--- src/rtl/alu_mult_pkg.sv ---
// Shared definitions for the sequential shift-add multiplier.
// Holds the controller state encoding and operand mode constants.
package alu_mult_pkg;

    typedef enum logic [1:0] {
        IDLE = 2'd0,
        RUN  = 2'd1,
        DONE = 2'd2
    } mult_state_t;

    localparam logic MODE_UNSIGNED = 1'b0;
    localparam logic MODE_SIGNED   = 1'b1;

endpackage

--- src/rtl/mult_step.sv ---
// One combinational shift-add step: conditionally add the multiplicand into the
// upper accumulator half (keeping the carry) and shift the whole thing right by one.
module mult_step #(
    parameter int WIDTH = 8
) (
    input  logic [2*WIDTH-1:0] acc,
    input  logic [WIDTH-1:0]   mcand,
    input  logic               mbit,
    output logic [2*WIDTH-1:0] acc_next
);

    logic [WIDTH:0] addend_s;
    logic [WIDTH:0] sum_s;

    // Carry bit of the add becomes the new MSB after the right shift.
    always_comb begin
        addend_s = {(WIDTH+1){1'b0}};
        if (mbit) begin
            addend_s = {1'b0, mcand};
        end else begin
            addend_s = {(WIDTH+1){1'b0}};
        end
        sum_s    = {1'b0, acc[2*WIDTH-1:WIDTH]} + addend_s;
        acc_next = {sum_s, acc[WIDTH-1:1]};
    end

endmodule

--- src/rtl/alu_seq_multiplier.sv ---
// Sequential WIDTH-cycle shift-add multiplier with signed/unsigned operands,
// valid/ready handshakes on both sides and fully registered outputs.
module alu_seq_multiplier
    import alu_mult_pkg::*;
#(
    parameter int WIDTH = 8
) (
    input  logic             clk,
    input  logic             rst_n,
    input  logic             in_valid,
    output logic             in_ready,
    input  logic [WIDTH-1:0] in1,
    input  logic [WIDTH-1:0] in2,
    input  logic             is_signed,
    output logic             out_valid,
    input  logic             out_ready,
    output logic [WIDTH-1:0] out_low,
    output logic [WIDTH-1:0] out_high,
    output logic             busy
);

    localparam int                 CW       = $clog2(WIDTH + 1);
    localparam logic [CW-1:0]      CNT_LAST = CW'(WIDTH - 1);
    localparam logic [CW-1:0]      CNT_ONE  = CW'(1);
    localparam logic [WIDTH-1:0]   W_ONE    = WIDTH'(1);
    localparam logic [2*WIDTH-1:0] P_ONE    = (2*WIDTH)'(1);

    mult_state_t          state_r, next_state_s;
    logic [WIDTH-1:0]     mcand_r, mplier_r;
    logic [2*WIDTH-1:0]   acc_r, acc_next_s, prod_s;
    logic [CW-1:0]        cnt_r;
    logic                 mode_r, sign_xor_r;
    logic                 accept_s, last_step_s, neg_s;
    logic                 in_ready_r, out_valid_r, busy_r;
    logic [WIDTH-1:0]     out_low_r, out_high_r;

    // In signed mode the most negative value maps to 2^(WIDTH-1), which still fits unsigned.
    function automatic logic [WIDTH-1:0] magnitude(input logic [WIDTH-1:0] v, input logic sgn);
        if (sgn && v[WIDTH-1]) begin
            return ~v + W_ONE;
        end else begin
            return v;
        end
    endfunction

    mult_step #(.WIDTH(WIDTH)) u_step (
        .acc      (acc_r),
        .mcand    (mcand_r),
        .mbit     (mplier_r[0]),
        .acc_next (acc_next_s)
    );

    // Controller next-state decode.
    always_comb begin
        next_state_s = state_r;
        accept_s     = 1'b0;
        last_step_s  = 1'b0;
        case (state_r)
            IDLE: begin
                if (in_valid && in_ready_r) begin
                    next_state_s = RUN;
                    accept_s     = 1'b1;
                end else begin
                    next_state_s = IDLE;
                end
            end
            RUN: begin
                if (cnt_r == CNT_LAST) begin
                    next_state_s = DONE;
                    last_step_s  = 1'b1;
                end else begin
                    next_state_s = RUN;
                end
            end
            DONE: begin
                if (out_valid_r && out_ready) begin
                    next_state_s = IDLE;
                end else begin
                    next_state_s = DONE;
                end
            end
            default: next_state_s = IDLE;
        endcase
    end

    // Sign fix-up applied to the finished magnitude product.
    always_comb begin
        neg_s  = (mode_r == MODE_SIGNED) && sign_xor_r;
        prod_s = acc_next_s;
        if (neg_s) begin
            prod_s = ~acc_next_s + P_ONE;
        end else begin
            prod_s = acc_next_s;
        end
    end

    // State register and handshake/status flags, registered from the next state.
    always_ff @(posedge clk or negedge rst_n) begin
        if (!rst_n) begin
            state_r     <= IDLE;
            in_ready_r  <= 1'b1;
            out_valid_r <= 1'b0;
            busy_r      <= 1'b0;
        end else begin
            state_r     <= next_state_s;
            in_ready_r  <= (next_state_s == IDLE);
            out_valid_r <= (next_state_s == DONE);
            busy_r      <= (next_state_s != IDLE);
        end
    end

    // Operand capture, iterative accumulate and result load.
    always_ff @(posedge clk or negedge rst_n) begin
        if (!rst_n) begin
            mcand_r    <= {WIDTH{1'b0}};
            mplier_r   <= {WIDTH{1'b0}};
            acc_r      <= {(2*WIDTH){1'b0}};
            cnt_r      <= {CW{1'b0}};
            mode_r     <= MODE_UNSIGNED;
            sign_xor_r <= 1'b0;
            out_low_r  <= {WIDTH{1'b0}};
            out_high_r <= {WIDTH{1'b0}};
        end else if (accept_s) begin
            mcand_r    <= magnitude(in1, is_signed);
            mplier_r   <= magnitude(in2, is_signed);
            acc_r      <= {(2*WIDTH){1'b0}};
            cnt_r      <= {CW{1'b0}};
            mode_r     <= is_signed;
            sign_xor_r <= in1[WIDTH-1] ^ in2[WIDTH-1];
        end else if (state_r == RUN) begin
            acc_r    <= acc_next_s;
            mplier_r <= mplier_r >> 1;
            cnt_r    <= cnt_r + CNT_ONE;
            if (last_step_s) begin
                out_low_r  <= prod_s[WIDTH-1:0];
                out_high_r <= prod_s[2*WIDTH-1:WIDTH];
            end
        end
    end

    assign in_ready  = in_ready_r;
    assign out_valid = out_valid_r;
    assign busy      = busy_r;
    assign out_low   = out_low_r;
    assign out_high  = out_high_r;

endmodule

--- config.mk ---
export PLATFORM = sky130hd
export DESIGN_NAME = alu_seq_multiplier
export DESIGN_NICKNAME = d
export VERILOG_FILES = /design/src/rtl/alu_mult_pkg.sv /design/src/rtl/mult_step.sv /design/src/rtl/alu_seq_multiplier.sv
export SDC_FILE = /design/constraint.sdc
export NUM_CORES = 1
export LEC_CHECK = 0
export ABC_AREA = 1
export CAP_MARGIN = 20
export CORE_MARGIN = 5
export CORE_UTILIZATION = 25
export DETAILED_ROUTE_END_ITERATION = 8
export PLACE_DENSITY = 0.41
export SLEW_MARGIN = 10
export SYNTH_ARGS = -nofsm -noshare
export SYNTH_HDL_FRONTEND = slang
export SYNTH_SLANG_ARGS = --single-unit
--- constraint.sdc ---
create_clock -name clk -period 2.65 [get_ports clk]
set_input_delay 0.53 -clock clk [delete_from_list [all_inputs] [get_ports clk]]
set_output_delay 0.53 -clock clk [all_outputs]
set_load 0.01 [all_outputs]
Word level (Yosys, flattened, before mapping). Index checks and enable logic that the tools add are counted.

Input port bits: 21. Output and inout bits: 19. Logic and storage cells: 54. Flip-flop bits (word level): 59.

Reduce and logical (&&, ||, !) cells: 10. Multiplexer cells: 18. Eq/ne operators: 4. Bitwise gates (word level): 5. Add/subtract/negate cells: 5.

Operator list (number): 2-to-1 mux 16 bit (3); 2-to-1 mux 8 bit (5); adder 16 x 1 -> 16 bit (second input constant) (1); adder 8 x 1 -> 8 bit (second input constant) (2); NOT 16 bit (1); NOT 8 bit (2); adder 8 x 8 -> 9 bit (1); 2-to-1 mux 4 bit (2); case mux 2 bit (3 select lines) (1); logical AND 1 bit (5); 2-to-1 mux 1 bit (5); adder 4 x 1 -> 4 bit (second input constant) (1); equality test 2 bit (second input constant) (2); equality test 4 x 3 -> 1 bit (second input constant) (1); logical NOT 2 bit (2); 2-to-1 mux 2 bit (2); nonzero test 2 bit (2); AND reduction 3 bit (1); equality test 2 x 1 -> 1 bit (second input constant) (1); NOT 1 bit (1); bitwise XOR 1 bit (1).

Logic depth before layout (Yosys ltp).
Depth in word-level cells: 5. Mapped depth: 18. Depth with buffers taken out: 17.

Cells and area by module. Synthesis repeated with hierarchy kept, for this count alone.

Cell total of the unflattened synthesis: 460. Area, all modules: 3533.4 um^2.

By module, submodules not included: alu_seq_multiplier (cells each 377, area an instance 3040.4 um^2, times used 1); mult_step (cells each 83, area an instance 493.0 um^2, times used 1).

Least setup slack after synthesis. OpenSTA, ideal clock, no wires.

Kind: reg-to-reg. Start point: register mplier_r[0]. End point: register out_high_r[7] (netlist: out_high[7]). Stages on the path, launching flop included: 16. Setup slack: 0.444 ns. Data arrival time: 2.088 ns. Path buffers: 1. Data required time: 2.533 ns. Clock period less this slack: 2.206 ns. Path through: dfrtp_1 -> clkbuf_1 -> nand2_1 -> inv_1 -> ha_1 -> fa_1 -> nor2_4 -> nand2_2 -> nor2_2 -> nand2_2 -> nor2_2 -> nand2_2 -> nand2_2 -> nand3_1 -> nand3_1 -> nand2_1.

Word-level cells in the longest chain between the ends: 5.

RTL lines: start, declared (line alu_seq_multiplier.sv:29) `logic [WIDTH-1:0] mcand_r, mplier_r;`; start signal, assigned (line alu_seq_multiplier.sv:116) `mplier_r <= {WIDTH{1'b0}};`; start signal, assigned (line alu_seq_multiplier.sv:125) `mplier_r <= magnitude(in2, is_signed);`; start signal, assigned (line alu_seq_multiplier.sv:132) `mplier_r <= mplier_r >> 1;`; 2-to-1 mux 8 bit * (line mult_step.sv:18) `if (mbit) begin`; adder 8 x 8 -> 9 bit * (line mult_step.sv:23) `sum_s = {1'b0, acc[2*WIDTH-1:WIDTH]} + addend_s;`; NOT 16 bit (line alu_seq_multiplier.sv:91) `prod_s = ~acc_next_s + P_ONE;`; adder 16 x 1 -> 16 bit (line alu_seq_multiplier.sv:91); 2-to-1 mux 16 bit * (line alu_seq_multiplier.sv:90) `if (neg_s) begin`; end signal, assigned (line alu_seq_multiplier.sv:122) `out_high_r <= {WIDTH{1'b0}};`; end signal, assigned (line alu_seq_multiplier.sv:136) `out_high_r <= prod_s[2*WIDTH-1:WIDTH];`; end, declared (line alu_seq_multiplier.sv:35) `logic [WIDTH-1:0] out_low_r, out_high_r;`.

Mark *: on every way between the ends. The rest lies on a longest branch, timed or not. A chain may end at the register's enable or synchronous reset.

Final worst setup path. Ends and elaborated chain as after synthesis.

==> key figures <==
Outcome
  – Status: complete, no violations

Worst setup path
  – Worst path max stage delay: 470 ps
  – Crit Path Class: flip-flop to flip-flop
  – Critical Path End Type: flip-flop
  – Worst Path Required: 2870 ps
  – Critical path launch point type: flip-flop
  – Critical path's top delay family: simple AND/OR/NAND/NOR gates
  – Most frequent CP cell: nand2_2
  – Arrival @ worst endpoint: ~2600 ps
  – Worst Path Buf+Inv: 2
  – Crit Path Max Fanout: 9
  – Max stage delay cell, worst path: dfrtp_1
  – Worst path cell trace: nand2_1 > inv_1 > ha_1 > fa_1 > inv_1 > nand2_1 > nand2_2 > nand2_2 > nor2_2 > nand2_2 > nor2_2 > nand2_2 > nand2_2 > nand3_1 > nand3_1 > nand2_1

STA
  – Min Tclk post-route: 2329 ps
  – Final Hold Violating Endpoints: 0
  – # setup viols final: 0
  – Worst slew pin tran: 654.1 ps
  – Peak Freq: around 430 MHz
  – Fin crit share: 0.8790
  – Pins Over Slew Limit: 0
  – TNS Setup: 0 ps
  – Max_slew headroom: 0.5640
  – Fin Clk Skew: 6.797 ps
  – RSZ-0062 raised after global routing: no

Finish
  – P&R area growth vs syn: 27.21%
  – Filler cell count: 1,407
  – Antenna cells: 0
  – Layout cell share with drive strength beyond 1: 0.1062
  – Total Nets Final: about 500
  – Most frequent cells in the layout: nand2_1 (114), dfrtp_1 (57), inv_1 (52)
  – Leading cell type in the layout, fill and taps excluded: nand2_1
  – Fin area: 4240 sq um

Drt
  – Initial DRT Pass Iterations: 7
  – Number of routed nets with antenna violations: 0
  – DRT iter0 DRCs: between 90 and 100
  – Via density: 4.250
  – Avg WL per Cell: 11.91 um
  – Routed Wire Length: 7703 um
  – DRC: 0
  – Via count: approximately 2,800

Yosys
  – Yosys warnings: 0
  – Seq/Total Area, Yosys: 0.4358
  – Largest area contributor in the netlist: dfrtp_1
  – Netlist cell types: 38
  – Cell area after synthesis: 3333 sq um
  – Net Count, Synth: approximately 460
  – Top cells by area, synth: dfrtp_1 (43%), nand2_1 (13%), o21ai_0 (6.8%)
  – Syn avg cell area: 7.861 sq um
  – Post-Syn Instances: 424
  – Synthesized flop and latch total: slightly below 60
  – Top cell type's share of synthesized area: 0.4279

Power and ir drop
  – Leakage power: between 0.002 and 0.0025 uW
  – VDD IR max: 0.4025 mV
  – Power per cell area: 1197 nW/um^2

CTS
  – Hold_buf cts: 0
  – Later-pin clock latency in the skew report: 330 ps
  – Post_cts resized: 0
  – CTS tree: yes
  – Max Root-Sink Buffers: 2
  – CTS root buffer: clkbuf_16
  – Clock transition at path regs: approximately 50 ps
  – Cts bufs inserted: 9
  – Setup bufs post-CTS: 0
  – # clock sinks: 58
  – H-tree Lvls: 3

Die
  – Die X: ~130 um
  – Die area: approximately 16,000 sq um
  – Num ports: 40
  – Initial Util: 0.2537
  – Chip height: around 130 um
  – Rows: 42
  – CORE AREA: between 10,000 and 15,000 sq um

Place
  – Post-DP HPWL: between 5000 and 6000 um
  – Post-DP Area: 3923 sq um
  – Routability Congestion: 0.7969
  – PortBufs: 39

Worst hold path
  – HP Class: primary input to asynchronous set/reset pin

Global route
  – Number of global-route vias before repair: ~2,800
  – Total gr overflow: 0
  – Initial antenna violation count: 0
  – Pin count of the biggest net entering global routing: 34
  – Gr usage total: 0.1057
  – Global-route wire length before repair: 13,610 um

Job
  – Maxcap violations: 0
-- power breakdown --
group          switching [uW]  internal (uW)
clock                     402            840
combinational            1390            929
sequential                228           1290
-- synthesized netlist by cell type --
cell / instances
a21oi_1: 9
a22oi_1: 1
a31oi_1: 4
a32o_1: 1
and3_1: 1
buf_2: 5
buf_4: 1
buf_6: 1
clkbuf_1: 4
dfrtp_1: 57
dfstp_2: 1
fa_1: 1
ha_1: 12
inv_1: 52
inv_2: 9
inv_4: 1
nand2_1: 114
nand2_2: 11
nand2_4: 1
nand3_1: 16
nand3_2: 1
nand3b_1: 2
nand4_1: 5
nor2_1: 24
nor2_2: 2
nor2_4: 3
nor3_1: 3
nor3_4: 1
nor3b_1: 1
nor4_1: 1
o211ai_1: 1
o21a_1: 1
o21ai_0: 45
o221ai_1: 3
o22ai_1: 7
o31ai_1: 5
xnor2_1: 5
xor2_1: 12
-- stage by stage --
step	hold slack [ps]	total power, uW	instances	util	setup WS (ps)
2_1_floorplan	234.4	3126	424	-	444.4
3_3_place_gp	467.9	3873	632	0.2986	369.6
3_5_place_dp	467.1	3888	632	0.2986	321.9
4_1_cts	230.5	5170	647	0.3228	315.8
5_1_grt	279.0	5568	647	0.3228	75.81
6_report	226.8	5075	647	0.3228	320.6
-- path summary, 6_finish.rpt --
path                                  start  slack [ps]     endpoint  cells after the start
max in group asynchronous             rst_n        1750     in_ready                      2
worst max-delay path            mplier_r[0]         320  out_high[7]                     16
worst min-delay path                  rst_n         230  out_high[5]                      1
min in group clk                out_high[6]         480  out_high[6]                      2
worst max register to register  mplier_r[0]         320  out_high[7]                     16
worst min register to register  out_high[6]         480  out_high[6]                      2
-- flip-flops by register name (all words and copies together), names as in the netlist --
signal / flops
acc_r: 15
mcand_r: 8
mplier_r: 8
out_high: 8
out_low: 8
cnt_r: 4
state_r: 2
busy: 1
in_ready: 1
mode_r: 1
out_valid: 1
sign_xor_r: 1
-- routing by layer --
layer / GRT usage / part of all wire / vias to the layer above
met4: 0.03827 / 0.013 / 0
li1: - / - / 1464
met5: 0 / 0 / -
met3: 0.03156 / 0.038 / 6
met2: 0.1583 / 0.43 / 47
met1: 0.1446 / 0.52 / 1233
-- worst reg2reg max path, delay by kind of cell (launching register included) --
family,cells,cell delay (ps)
buffers and inverters,2,120
and+or+nand+nor,12,980
adders and majority gates,2,650
DFF,1,470
-- cell families (layout without fill, tap and decap cells) --
| kind of cell | count (synthesis) | in the layout | synth area share |
|---|---|---|---|
| AO/OA/AOI/OAI | 77 | 77 | 0.1306 |
| adder cells (fa/ha/maj) | 13 | 13 | 0.05105 |
| buffers and inverters | 73 | 120 | 0.08821 |
| AND/OR/NAND/NOR | 186 | 186 | 0.2496 |
| XOR/XNOR | 17 | 17 | 0.04467 |
| flip-flops | 58 | 58 | 0.4358 |
-- area by class of cell --
type | count | area, sq um | area share
multi-input combinational | 293 | 1587 | 0.3742
inverter | 62 | 235.2 | 0.05547
clock inverter | 5 | 78.83 | 0.01859
sequential | 58 | 1453 | 0.3426
clock buffer | 10 | 239.0 | 0.05636
tap | 176 | 220.2 | 0.05193
timing repair buffer | 43 | 427.9 | 0.1009
Power figures use the tool's default switching activity.
